--- config.mk ---
export PLATFORM = sky130hd
export DESIGN_NAME = store_activation_flat
export DESIGN_NICKNAME = d
export VERILOG_FILES = /design/src/rtl/store_activation_if.sv /design/src/rtl/store_activation.sv /design/src/flat_wrapper.sv
export SDC_FILE = /design/constraint.sdc
export NUM_CORES = 1
export LEC_CHECK = 0
export ABC_AREA = 1
export BUFFER_PORTS_ARGS = -buffer_cell sky130_fd_sc_hd__buf_2
export CAP_MARGIN = 20
export CORE_UTILIZATION = 40
export CTS_CLUSTER_DIAMETER = 200
export DETAILED_ROUTE_END_ITERATION = 7
export PLACE_DENSITY = 0.74
export SKIP_CTS_REPAIR_TIMING = 1
export SYNTH_ARGS = -nofsm -noshare
export SYNTH_HDL_FRONTEND = slang
export SYNTH_SLANG_ARGS = --single-unit
export TNS_END_PERCENT = 30
--- constraint.sdc ---
create_clock -name clk -period 2 [get_ports clk]
set_clock_uncertainty 0.2 [all_clocks]
set_input_delay 0.1 -clock clk [delete_from_list [all_inputs] [get_ports clk]]
set_output_delay 0.1 -clock clk [all_outputs]
set_load 0.02 [all_outputs]
--- src/rtl/store_activation_if.sv ---
// ---------------------------------------------------------------------------
// store_activation_if
//   Bundles the control, activation-stream and BRAM write-port signals of
//   store_activation so that the block, the layer controller and the bench
//   share one definition.
//
//   Groups:
//     control : store_start, base_addr, count, done
//     stream  : act_data, act_valid, act_ready
//               A byte moves when act_valid && act_ready are both high at a
//               rising clk edge. act_ready does not depend on act_valid, and
//               the producer holds act_data stable while act_valid is high
//               and no transfer has taken place.
//     bram    : BRAM_clk, BRAM_en, BRAM_rst, BRAM_wen, BRAM_addr, BRAM_din,
//               BRAM_dout
//
//   Modports:
//     master : controller / producer / memory-model side
//     slave  : store_activation side
// ---------------------------------------------------------------------------
interface store_activation_if #(
    parameter int BRAM_ADDR_BIT = 32,
    parameter int BRAM_WIDTH    = 32,
    parameter int WEIGHT_WIDTH  = 8
);
    localparam int BRAM_BYTE = BRAM_WIDTH / 8;

    logic                     store_start;
    logic [BRAM_ADDR_BIT-1:0] base_addr;
    logic [15:0]              count;
    logic                     done;

    logic [WEIGHT_WIDTH-1:0]  act_data;
    logic                     act_valid;
    logic                     act_ready;

    logic                     BRAM_clk;
    logic                     BRAM_en;
    logic                     BRAM_rst;
    logic [BRAM_BYTE-1:0]     BRAM_wen;
    logic [BRAM_ADDR_BIT-1:0] BRAM_addr;
    logic [BRAM_WIDTH-1:0]    BRAM_din;
    logic [BRAM_WIDTH-1:0]    BRAM_dout;

    modport master (
        output store_start, base_addr, count, act_data, act_valid, BRAM_dout,
        input  done, act_ready, BRAM_clk, BRAM_en, BRAM_rst, BRAM_wen,
               BRAM_addr, BRAM_din
    );

    modport slave (
        input  store_start, base_addr, count, act_data, act_valid, BRAM_dout,
        output done, act_ready, BRAM_clk, BRAM_en, BRAM_rst, BRAM_wen,
               BRAM_addr, BRAM_din
    );
endinterface

--- src/rtl/store_activation.sv ---
// ---------------------------------------------------------------------------
// store_activation
//   Collects 8-bit output activations from the conv datapath, packs them into
//   BRAM words (byte lane = byte address mod 4) and writes them back through
//   the BRAM port with per-byte write enables. A store may start and end on
//   any byte address; partial words only enable the lanes actually filled.
//
//   Ports:
//     clk         : single clock (also forwarded as BRAM_clk)
//     rst         : synchronous, active-high reset
//     bus         : store_activation_if.slave (control, byte stream, BRAM)
//     state_dbg_o : current FSM state, for observation only
//
//   Optional build macro:
//     STORE_ACTIVATION_RELU_EN - bytes with the sign bit set are stored as
//                                zero; enables and counting are unaffected.
//
//   Timing: the last byte accepted in cycle N produces its write strobe in
//   cycle N+1 and done in cycle N+2. done stays high until the next
//   accepted store_start.
// ---------------------------------------------------------------------------
module store_activation #(
    parameter int BRAM_ADDR_BIT = 32,
    parameter int BRAM_WIDTH    = 32,
    parameter int WEIGHT_WIDTH  = 8
) (
    input  logic                    clk,
    input  logic                    rst,
    store_activation_if.slave       bus,
    output logic [1:0]              state_dbg_o
);
    localparam int BRAM_BYTE = BRAM_WIDTH / 8;
    localparam int LANE_W    = $clog2(BRAM_BYTE);

    typedef enum logic [1:0] {
        IDLE    = 2'd0,
        COLLECT = 2'd1,
        FINISH  = 2'd2
    } state_t;

    state_t                   state_q,     state_d;
    logic [15:0]              remaining_q, remaining_d;
    logic [LANE_W-1:0]        lane_q,      lane_d;
    logic [BRAM_ADDR_BIT-1:0] word_addr_q, word_addr_d;
    logic [BRAM_WIDTH-1:0]    buf_q,       buf_d;
    logic [BRAM_BYTE-1:0]     ben_q,       ben_d;
    logic                     done_q,      done_d;
    logic                     en_q,        en_d;
    logic [BRAM_BYTE-1:0]     wen_q,       wen_d;
    logic [BRAM_ADDR_BIT-1:0] addr_q,      addr_d;
    logic [BRAM_WIDTH-1:0]    din_q,       din_d;

    logic                     handshake;
    logic                     flush;
    logic [WEIGHT_WIDTH-1:0]  byte_in;
    logic [BRAM_WIDTH-1:0]    buf_merge;
    logic [BRAM_BYTE-1:0]     ben_merge;
    logic [BRAM_WIDTH-1:0]    unused_dout;

    // Read data is never needed by a write-only client.
    assign unused_dout = bus.BRAM_dout;

`ifdef STORE_ACTIVATION_RELU_EN
    // Sign bit set means a negative activation: clamp to zero before storage.
    assign byte_in = bus.act_data[WEIGHT_WIDTH-1] ? '0 : bus.act_data;
`else
    assign byte_in = bus.act_data;
`endif

    assign handshake = (state_q == COLLECT) && bus.act_valid;

    // A word is written when its top lane is filled or the store runs out.
    assign flush = handshake &&
                   ((lane_q == LANE_W'(BRAM_BYTE - 1)) || (remaining_q == 16'd1));

    // Buffer and enables as they look once the current byte is included.
    always_comb begin
        buf_merge = buf_q;
        buf_merge[lane_q*WEIGHT_WIDTH +: WEIGHT_WIDTH] = byte_in;
        ben_merge = ben_q | (BRAM_BYTE'(1) << lane_q);
    end

    always_comb begin
        state_d     = state_q;
        remaining_d = remaining_q;
        lane_d      = lane_q;
        word_addr_d = word_addr_q;
        buf_d       = buf_q;
        ben_d       = ben_q;
        done_d      = done_q;
        en_d        = 1'b0;
        wen_d       = '0;
        addr_d      = addr_q;
        din_d       = din_q;

        case (state_q)
            IDLE: begin
                if (bus.store_start) begin
                    if (bus.count != 16'd0) begin
                        remaining_d = bus.count;
                        lane_d      = bus.base_addr[LANE_W-1:0];
                        word_addr_d = {bus.base_addr[BRAM_ADDR_BIT-1:LANE_W], LANE_W'(0)};
                        buf_d       = '0;
                        ben_d       = '0;
                        done_d      = 1'b0;
                        state_d     = COLLECT;
                    end else begin
                        // Empty store completes immediately without touching BRAM.
                        done_d = 1'b1;
                    end
                end
            end

            COLLECT: begin
                if (handshake) begin
                    buf_d       = buf_merge;
                    ben_d       = ben_merge;
                    remaining_d = remaining_q - 16'd1;
                    lane_d      = lane_q + LANE_W'(1);
                    if (flush) begin
                        en_d        = 1'b1;
                        wen_d       = ben_merge;
                        din_d       = buf_merge;
                        addr_d      = word_addr_q;
                        buf_d       = '0;
                        ben_d       = '0;
                        word_addr_d = word_addr_q + BRAM_ADDR_BIT'(BRAM_BYTE);
                        lane_d      = '0;
                        if (remaining_q == 16'd1) begin
                            state_d = FINISH;
                        end
                    end
                end
            end

            FINISH: begin
                // Final write strobe is on the port this cycle.
                done_d  = 1'b1;
                state_d = IDLE;
            end

            default: begin
                state_d = IDLE;
            end
        endcase
    end

    always_ff @(posedge clk) begin
        if (rst) begin
            state_q     <= IDLE;
            remaining_q <= '0;
            lane_q      <= '0;
            word_addr_q <= '0;
            buf_q       <= '0;
            ben_q       <= '0;
            done_q      <= 1'b0;
            en_q        <= 1'b0;
            wen_q       <= '0;
            addr_q      <= '0;
            din_q       <= '0;
        end else begin
            state_q     <= state_d;
            remaining_q <= remaining_d;
            lane_q      <= lane_d;
            word_addr_q <= word_addr_d;
            buf_q       <= buf_d;
            ben_q       <= ben_d;
            done_q      <= done_d;
            en_q        <= en_d;
            wen_q       <= wen_d;
            addr_q      <= addr_d;
            din_q       <= din_d;
        end
    end

    assign bus.act_ready = (state_q == COLLECT);
    assign bus.done      = done_q;
    assign bus.BRAM_clk  = clk;
    assign bus.BRAM_rst  = 1'b0;
    assign bus.BRAM_en   = en_q;
    assign bus.BRAM_wen  = wen_q;
    assign bus.BRAM_addr = addr_q;
    assign bus.BRAM_din  = din_q;
    assign state_dbg_o   = state_q;

endmodule

--- src/flat_wrapper.sv ---
// flat-port wrapper written by rule: the top's interface ports become plain ports
module store_activation_flat 
#(
    parameter int BRAM_ADDR_BIT = 32,
    parameter int BRAM_WIDTH    = 32,
    parameter int WEIGHT_WIDTH  = 8
)
  (clk, rst, state_dbg_o, bus_store_start, bus_base_addr, bus_count, bus_act_data, bus_act_valid, bus_BRAM_dout, bus_done, bus_act_ready, bus_BRAM_clk, bus_BRAM_en, bus_BRAM_rst, bus_BRAM_wen, bus_BRAM_addr, bus_BRAM_din);
  store_activation_if #(.BRAM_ADDR_BIT(BRAM_ADDR_BIT), .BRAM_WIDTH(BRAM_WIDTH), .WEIGHT_WIDTH(WEIGHT_WIDTH)) bus_i ();
  input  logic clk;
  input  logic rst;
  output logic [1:0] state_dbg_o;
  input wire logic [$bits(bus_i.store_start)-1:0] bus_store_start;
  input wire logic [$bits(bus_i.base_addr)-1:0] bus_base_addr;
  input wire logic [$bits(bus_i.count)-1:0] bus_count;
  input wire logic [$bits(bus_i.act_data)-1:0] bus_act_data;
  input wire logic [$bits(bus_i.act_valid)-1:0] bus_act_valid;
  input wire logic [$bits(bus_i.BRAM_dout)-1:0] bus_BRAM_dout;
  output wire logic [$bits(bus_i.done)-1:0] bus_done;
  output wire logic [$bits(bus_i.act_ready)-1:0] bus_act_ready;
  output wire logic [$bits(bus_i.BRAM_clk)-1:0] bus_BRAM_clk;
  output wire logic [$bits(bus_i.BRAM_en)-1:0] bus_BRAM_en;
  output wire logic [$bits(bus_i.BRAM_rst)-1:0] bus_BRAM_rst;
  output wire logic [$bits(bus_i.BRAM_wen)-1:0] bus_BRAM_wen;
  output wire logic [$bits(bus_i.BRAM_addr)-1:0] bus_BRAM_addr;
  output wire logic [$bits(bus_i.BRAM_din)-1:0] bus_BRAM_din;
  assign bus_i.store_start = bus_store_start;
  assign bus_i.base_addr = bus_base_addr;
  assign bus_i.count = bus_count;
  assign bus_i.act_data = bus_act_data;
  assign bus_i.act_valid = bus_act_valid;
  assign bus_i.BRAM_dout = bus_BRAM_dout;
  assign bus_done = bus_i.done;
  assign bus_act_ready = bus_i.act_ready;
  assign bus_BRAM_clk = bus_i.BRAM_clk;
  assign bus_BRAM_en = bus_i.BRAM_en;
  assign bus_BRAM_rst = bus_i.BRAM_rst;
  assign bus_BRAM_wen = bus_i.BRAM_wen;
  assign bus_BRAM_addr = bus_i.BRAM_addr;
  assign bus_BRAM_din = bus_i.BRAM_din;
  store_activation #(.BRAM_ADDR_BIT(BRAM_ADDR_BIT), .BRAM_WIDTH(BRAM_WIDTH), .WEIGHT_WIDTH(WEIGHT_WIDTH)) u_core (.clk(clk), .rst(rst), .bus(bus_i), .state_dbg_o(state_dbg_o));
endmodule
# ---- Word-level counts from Yosys, hierarchy flattened
# Cells that the tools add are included.
dict set report word_totals {
  register_bits 158
  latchBits 0
  ram_bits 0
  rom_bits 0
  input_bits 92
  out_inout_bits 75
  wordCells 80
  n_memories 0
}
dict set report classes {
  n_addsub 4
  mul 0
  n_div 0
  n_lt_le_gt_ge 0
  eq_ne 9
  n_shift 3
  mux 35
  bitwise 4
  reduce_logical 14
}
# cell count
set op_table {}
lappend op_table {{2-to-1 mux 32 bit} 8}
lappend op_table {{one-hot mux 32 bit (2 select lines)} 2}
lappend op_table {{2-to-1 mux 16 bit} 3}
lappend op_table {{negation 5 -> 34 bit} 1}
lappend op_table {{variable shift 8 x 34 -> 32 bit, first input constant} 1}
lappend op_table {{variable part select 8 x 34 -> 32 bit} 1}
lappend op_table {{adder 32 x 3 -> 32 bit, second input constant} 1}
lappend op_table {{bitwise mux 32 bit} 1}
lappend op_table {{one-hot mux 16 bit (2 select lines)} 1}
lappend op_table {{2-to-1 mux 2 bit} 9}
lappend op_table {{equality test 16 x 1 -> 1 bit, second input constant} 1}
lappend op_table {{2-to-1 mux 4 bit} 4}
lappend op_table {{nonzero test 16 bit} 1}
lappend op_table {{subtractor 16 x 1 -> 16 bit, second input constant} 1}
lappend op_table {{AND reduction 5 bit} 2}
lappend op_table {{inequality test 2 x 1 -> 1 bit, second input constant} 4}
lappend op_table {{one-hot mux 2 bit (2 select lines)} 2}
lappend op_table {{one-hot mux 4 bit (2 select lines)} 1}
lappend op_table {{equality test 2 bit, second input constant} 2}
lappend op_table {{bitwise OR 4 bit} 1}
lappend op_table {{AND reduction 4 bit} 1}
lappend op_table {{nonzero test 2 bit} 2}
lappend op_table {{OR reduction 4 bit} 1}
lappend op_table {{<< shifter 1 x 2 -> 4 bit, first input constant} 1}
lappend op_table {{12 further kinds} 17}

# ---- Depth between registers and ports, before layout
# Gate-level depths: netlist (run 1).
dict set report depth {
  depth_word 6
  depth_mapped 14
  mapped_depth_nobuf 13
}

==> impl_metrics.py, run 1 <==
metrics = {
    "critical_path": {
        "rr_endpoint": "u_core.word_addr_q[14]",
        "r2r_cells": 10,
        "crit_buf_inv": 3,
        "cp_max_fo": 67,
        "rrSetupSlack_ns": 0.05,
        "startpoint_type": "flop",
        "path_delay_family": "buffers and inverters",
        "slowest_delay_ns": 0.37,
        "crit_path_end_kind": "output pin",
        "crit_chain": "inv_2 -> nor2_4 -> buf_12 -> buf_2",
        "crit_arrival_ns": 1.67,
        "r2r-start": "u_core.state_dbg_o[1]",
        "crit_slowest_cell": "dfxtp_1",
        "worstPathRequired_ns": 1.70,
        "crit_type": "reg2out",
    },
    "synthesis": {
        "synth_warnings": 0,
        "netlist_area_sq_um": 7790,
        "syn_avg_cell_area_sq_um": 6.43,
        "syn-instance-count": 1213,
        "synth-seq-cells": 154,
        "ys_seq_area_share_pct": 39.6,
        "ys_types": 32,
    },
    "power_and_ir_drop": {
        "intPower_w": 0.00638,
        "power_density_nw_per_um2": 873,
        "ir_drop_mv": 0.660,
        "seqPwrFrac_pct": 37.9,
        "switching_share_pct": 31.2,
        "p_comb_share_pct": 23.9,
        "clockPowerShare_pct": 38.2,
        "switchingPower_w": 0.00290,
        "p_leak_nw": 4.85,
    },
    "timing": {
        "layout_min_cycle_time_ns": 1.97,
        "hold_viol": 0,
        "setup_viol": 0,
        "holdWs_ns": 0.0514,
        "maxSlewViolCount": 0,
        "post-route-period-util_pct": 98.3,
        "rsz0062_at_grt": "true",
        "fmax_mhz": 508,
    },
    "final_layout": {
        "drive_above_1_share_pct": 21.2,
        "nets": 1531,
        "syn2layout_area_growth_pct": 36.2,
        "final_common_cell": "nand2_1",
        "diodes": 0,
        "layout_common_cells": "nand2_1, nor2_1, dfxtp_1",
        "design_area_sq_um": 10600,
    },
    "clocking": {
        "tritoncts": "yes",
        "clk_pin_slew_worst_paths_ns": 0.06,
        "clk_latency_ns": 0.54,
    },
    "drt": {
        "drcViolationCount": 0,
        "vias": 8604,
        "drt_iter0_markers": 610,
        "routed_wl_um": 24000,
        "ant_nets": 0,
        "viasPerCell": 5.06,
        "drt_first_pass_iters": 5,
        "avgRoutedWirePerCell_um": 14.1,
    },
    "floorplanning": {
        "dieHeight_um": 142,
        "num_rows": 50,
        "core_sq_um": 18900,
        "initial_core_util_pct": 41.3,
        "die_area_sq_um": 20000,
        "io_pins": 167,
        "fp.dieW_um": 142,
    },
    "grt": {
        "grt_pass1_vias": 7462,
        "gr-total-overflow": 0,
        "grt_usage_pct": 22.7,
        "antenna_found_initial": 0,
        "grt_max_degree": 68,
        "grt_pass1_wl_um": 35900,
    },
    "placement": {
        "portBuffers": 131,
        "post_dp_cell_area_sq_um": 9040,
        "gp_congestion": 0.958,
        "hpwl_um": 15700,
    },
    "hold_path": {
        "hold_depth": 7,
        "hp-start": "bus_act_valid",
        "holdPathEnd": "u_core.bus.BRAM_addr[2]",
        "min_path_type": "in2reg",
    },
    "status": {
        "status": "finished clean",
    },
    "run": {
        "maxCapViolations": 0,
    },
}
==> layout make-up <==
type                       count  area, sq um
inverter                      97          374
sequential                   154         3090
fill                        1826         8280
tap                          260          325
timing repair buffer         257         1930
multi-input combinational    898         4230
clock buffer                  26          544
clock inverter                10          118
==> synthesized netlist by cell type <==
| cell | number | area share [%] |
|---|---|---|
| a21oi_1 | 70 | 4.5 |
| a22o_1 | 3 | 0.34 |
| a22oi_1 | 5 | 0.48 |
| a31oi_1 | 7 | 0.56 |
| buf_1 | 5 | 0.24 |
| buf_2 | 16 | 1.0 |
| buf_4 | 5 | 0.48 |
| buf_6 | 4 | 0.58 |
| clkbuf_1 | 36 | 1.7 |
| clkinv_1 | 1 | 0.048 |
| conb_1 | 1 | 0.048 |
| dfxtp_1 | 154 | 40 |
| ha_1 | 10 | 1.6 |
| inv_1 | 93 | 4.5 |
| inv_2 | 3 | 0.14 |
| mux2i_1 | 3 | 0.39 |
| nand2_1 | 325 | 16 |
| nand2_4 | 1 | 0.14 |
| nand3_1 | 90 | 5.8 |
| nand3_4 | 1 | 0.22 |
| nand3b_1 | 1 | 0.096 |
| nand4_1 | 7 | 0.56 |
| nor2_1 | 210 | 10 |
| nor2_2 | 2 | 0.16 |
| nor2_4 | 2 | 0.29 |
| nor4_1 | 1 | 0.080 |
| o21ai_0 | 134 | 8.6 |
| o22ai_1 | 10 | 0.80 |
| o31ai_1 | 2 | 0.19 |
| or2_2 | 4 | 0.32 |
| xnor2_1 | 2 | 0.22 |
| xor2_1 | 5 | 0.56 |
==> per-stage QoR <==
step | power (W) | std cells | util (%) | TNS [ns] | setup slack [ns]
2_1_floorplan | 0.00486 | 1215 | - | -0.0968 | -0.00570
3_3_place_gp | 0.00550 | 1602 | 47.9 | 0 | 0.0178
3_5_place_dp | 0.00554 | 1602 | 47.9 | -0.0930 | -0.0251
4_1_cts | 0.00903 | 1637 | 51.4 | -0.771 | -0.0928
5_1_grt | 0.00974 | 1702 | 56.2 | -0.710 | -0.0573
6_report | 0.00927 | 1702 | 56.2 | 0 | 0.0334
==> power by group through the flow <==
stage          sequential, W  clock (W)  combinational (W)
2_1_floorplan        0.00356  0.0000584            0.00124
3_3_place_gp         0.00354  0.0000467            0.00192
3_5_place_dp         0.00354  0.0000467            0.00195
4_1_cts              0.00348    0.00359            0.00196
5_1_grt              0.00353    0.00375            0.00246
6_report             0.00351    0.00354            0.00222
==> sequential cells by signal, indices dropped and copies added, names as in the netlist <==
signal                cells
u_core.bus.BRAM_addr     30
u_core.lane_q             2
u_core.ben_q              4
u_core.remaining_q       16
u_core.state_dbg_o        2
u_core.bus.BRAM_en        1
u_core.word_addr_q       30
u_core.bus.BRAM_wen       4
u_core.buf_q             32
u_core.bus.done           1
u_core.bus.BRAM_din      32
==> kinds of logic (layout without fill, tap and decap cells) <==
kind of cell	Yosys count	after routing	synth area share, %
compound gates	231	231	15.5
xor+xnor	7	7	0.787
other cells	1	3	0.0481
fa+ha+maj	10	10	1.61
buf+inv	163	390	8.73
mux	3	3	0.385
simple gates	644	644	33.4
flops	154	154	39.6
==> worst register-to-register path, cell delays in order (launching register included) <==
cell and delay [ns]:
dfxtp_1 0.40, nor2_1 0.12, nand3_1 0.09, nand2_1 0.14
inv_1 0.20, nand3_4 0.13, buf_12 0.15, nor2_4 0.17
clkbuf_16 0.20, nand2_2 0.05, nand2_1 0.06
==> routing by layer <==
metal	global-route usage (%)	wire [um]	vias up	part of all wire (%)
met4	11.3	797	0	3.3
met5	0	0	-	0
met2	38.6	11700	307	49
li1	-	-	4334	-
met1	27.0	10100	3903	42
met3	4.89	1410	60	5.8
==> how the worst max path moves through the flow <==
| stage | start | end | slack, ns | cells after the start |
|---|---|---|---|---|
| floorplan | u_core.state_dbg_o[0] | u_core.word_addr_q[29] | -0.006 | 12 |
| global placement | u_core.remaining_q[1] | u_core.word_addr_q[13] | 0.02 | 13 |
| detailed placement | u_core.remaining_q[8] | u_core.word_addr_q[14] | -0.03 | 12 |
| CTS | u_core.remaining_q[1] | u_core.word_addr_q[4] | -0.09 | 13 |
| global route | u_core.remaining_q[6] | u_core.word_addr_q[6] | -0.06 | 13 |
| finish | u_core.state_dbg_o[0] | bus_act_ready | 0.03 | 4 |
(Power assumes the default switching activity.)
==> run 2: changes to the inputs <==
--- a/config.mk
+++ b/config.mk
@@ -11,7 +11,9 @@
 export CORE_UTILIZATION = 40
 export CTS_CLUSTER_DIAMETER = 200
 export DETAILED_ROUTE_END_ITERATION = 7
+export GPL_ROUTABILITY_DRIVEN = 0
 export PLACE_DENSITY = 0.74
+export REMOVE_ABC_BUFFERS = 1
 export SKIP_CTS_REPAIR_TIMING = 1
 export SYNTH_ARGS = -nofsm -noshare
 export SYNTH_HDL_FRONTEND = slang
==> impl_metrics.py, run 2 (synthesis gave the netlist of run 1 again) <==
metrics = {
    "status": {
        "status": "finished clean",
    },
    "grt": {
        "grt_max_degree": 52,
        "grt_usage_pct": 22.7,
        "gr-total-overflow": 0,
        "antenna_found_initial": 0,
        "grt_pass1_vias": 7534,
        "grt_pass1_wl_um": 36100,
    },
    "clocking": {
        "clk_latency_ns": 0.55,
        "tritoncts": "yes",
        "clk_pin_slew_worst_paths_ns": 0.07,
    },
    "placement": {
        "hpwl_um": 15500,
        "portBuffers": 131,
        "dpl_worst_slack_ns": -0.0505,
    },
    "timing": {
        "layout_min_cycle_time_ns": 1.94,
        "setup_viol": 0,
        "post-route-period-util_pct": 97.1,
        "maxSlewViolCount": 0,
        "layout_setup_ws_ns": 0.0587,
        "rsz0062_at_grt": "true",
        "hold_viol": 0,
        "fmax_mhz": 515,
    },
    "final_layout": {
        "layout_common_cells": "nand2_1, nor2_1, dfxtp_1",
        "drive_above_1_share_pct": 18.9,
        "final_common_cell": "nand2_1",
        "nets": 1526,
        "diodes": 0,
        "syn2layout_area_growth_pct": 34.8,
    },
    "power_and_ir_drop": {
        "switching_share_pct": 32.9,
        "switchingPower_w": 0.00303,
        "p_comb_share_pct": 23.5,
        "p_leak_nw": 4.78,
        "seqPwrFrac_pct": 38.1,
        "power_density_nw_per_um2": 875,
        "power.total_w": 0.00919,
        "clockPowerShare_pct": 38.3,
        "intPower_w": 0.00617,
        "ir_drop_mv": 0.779,
    },
    "floorplanning": {
        "die_area_sq_um": 20000,
        "dieHeight_um": 142,
        "fp.dieW_um": 142,
        "core_sq_um": 18900,
        "io_pins": 167,
        "num_rows": 50,
        "initial_core_util_pct": 41.3,
    },
    "drt": {
        "drt_iter0_markers": 597,
        "drt_first_pass_iters": 6,
        "ant_nets": 0,
        "viasPerCell": 5.07,
        "routed_wl_um": 23800,
        "drcViolationCount": 0,
        "vias": 8596,
        "avgRoutedWirePerCell_um": 14.0,
    },
    "critical_path": {
        "rrSetupSlack_ns": 0.10,
        "r2r-start": "u_core.lane_q[1]",
        "r2r_cells": 8,
        "crit_type": "reg2out",
        "worstPathRequired_ns": 1.70,
        "crit_arrival_ns": 1.64,
        "cp_max_fo": 51,
        "rr_endpoint": "u_core.bus.BRAM_din[14]",
        "crit_path_end_kind": "output pin",
        "startpoint_type": "flop",
    },
    "hold_path": {
        "holdPathEnd": "u_core.bus.BRAM_addr[2]",
        "hp-start": "bus_act_valid",
        "hold_depth": 7,
        "min_path_type": "in2reg",
    },
    "run": {
        "maxCapViolations": 0,
    },
}
## run 2: cell count changes in the layout (fill, tap and decap cells not counted), sizes merged
cell and change:
clkinvlp -2, clkbuf -2, clkinv -3, buf -6, bufinv -2, inv +10
## run 2: how the worst max path moves through the flow
stage / depth (start not counted) / startpoint / to / slack [ns]
floorplan: 8 / u_core.state_dbg_o[0] / u_core.bus.BRAM_addr[2] / -3.01
global placement: 12 / u_core.remaining_q[1] / u_core.lane_q[0] / 0.04
detailed placement: 7 / u_core.lane_q[0] / u_core.buf_q[17] / -0.05
CTS: 7 / u_core.lane_q[0] / u_core.buf_q[17] / -0.06
global route: 12 / u_core.remaining_q[1] / u_core.bus.BRAM_addr[11] / -0.02
finish: 3 / u_core.state_dbg_o[1] / bus_act_ready / 0.06
## run 2: critical path, stage by stage, from the launching register on
cell and delay (ns):
dfxtp_1 0.39, nor2_4 0.19, buf_12 0.27, buf_2 0.22
## run 2: power groups by stage
stage / logic, W / clock network (W) / registers [W]
floorplan: 0.00116 / 0 / 0.00356
global placement: 0.00191 / 0.0000467 / 0.00355
detailed placement: 0.00195 / 0.0000467 / 0.00355
CTS: 0.00196 / 0.00357 / 0.00349
global route: 0.00241 / 0.00369 / 0.00354
finish: 0.00216 / 0.00352 / 0.00351
## run 2: routing by layer
layer,routed length [um],GRT usage [%],vias to the layer above
met1,10200,28.1,3926
met2,11700,39.0,301
met4,531,9.05,0
li1,-,-,4317
met3,1350,4.02,52
met5,0,0,-
## run 2: final cells by class
class | count | area [sq um]
fillers | 1809 | 8390
multi-input cells | 898 | 4120
flip-flops and latches | 154 | 3090
repair buffers | 252 | 1940
clock buffers | 23 | 533
inverters | 97 | 379
well taps | 260 | 325
clock inverters | 13 | 119
## run 2: metrics by stage
step | instance area [sq um] | hold WS (ns) | cells | util [%] | setup TNS [ns]
global placement | 9040 | 0.0343 | 1597 | 47.8 | 0
floorplan | 7490 | -0.100 | 1149 | - | -335.98
CTS | 9690 | -0.358 | 1632 | 51.3 | -0.182
global route | 10500 | 0.114 | 1697 | 55.6 | -0.219
detailed placement | 9040 | 0.0343 | 1597 | 47.8 | -0.0562
finish | 10500 | 0.0758 | 1697 | 55.6 | 0
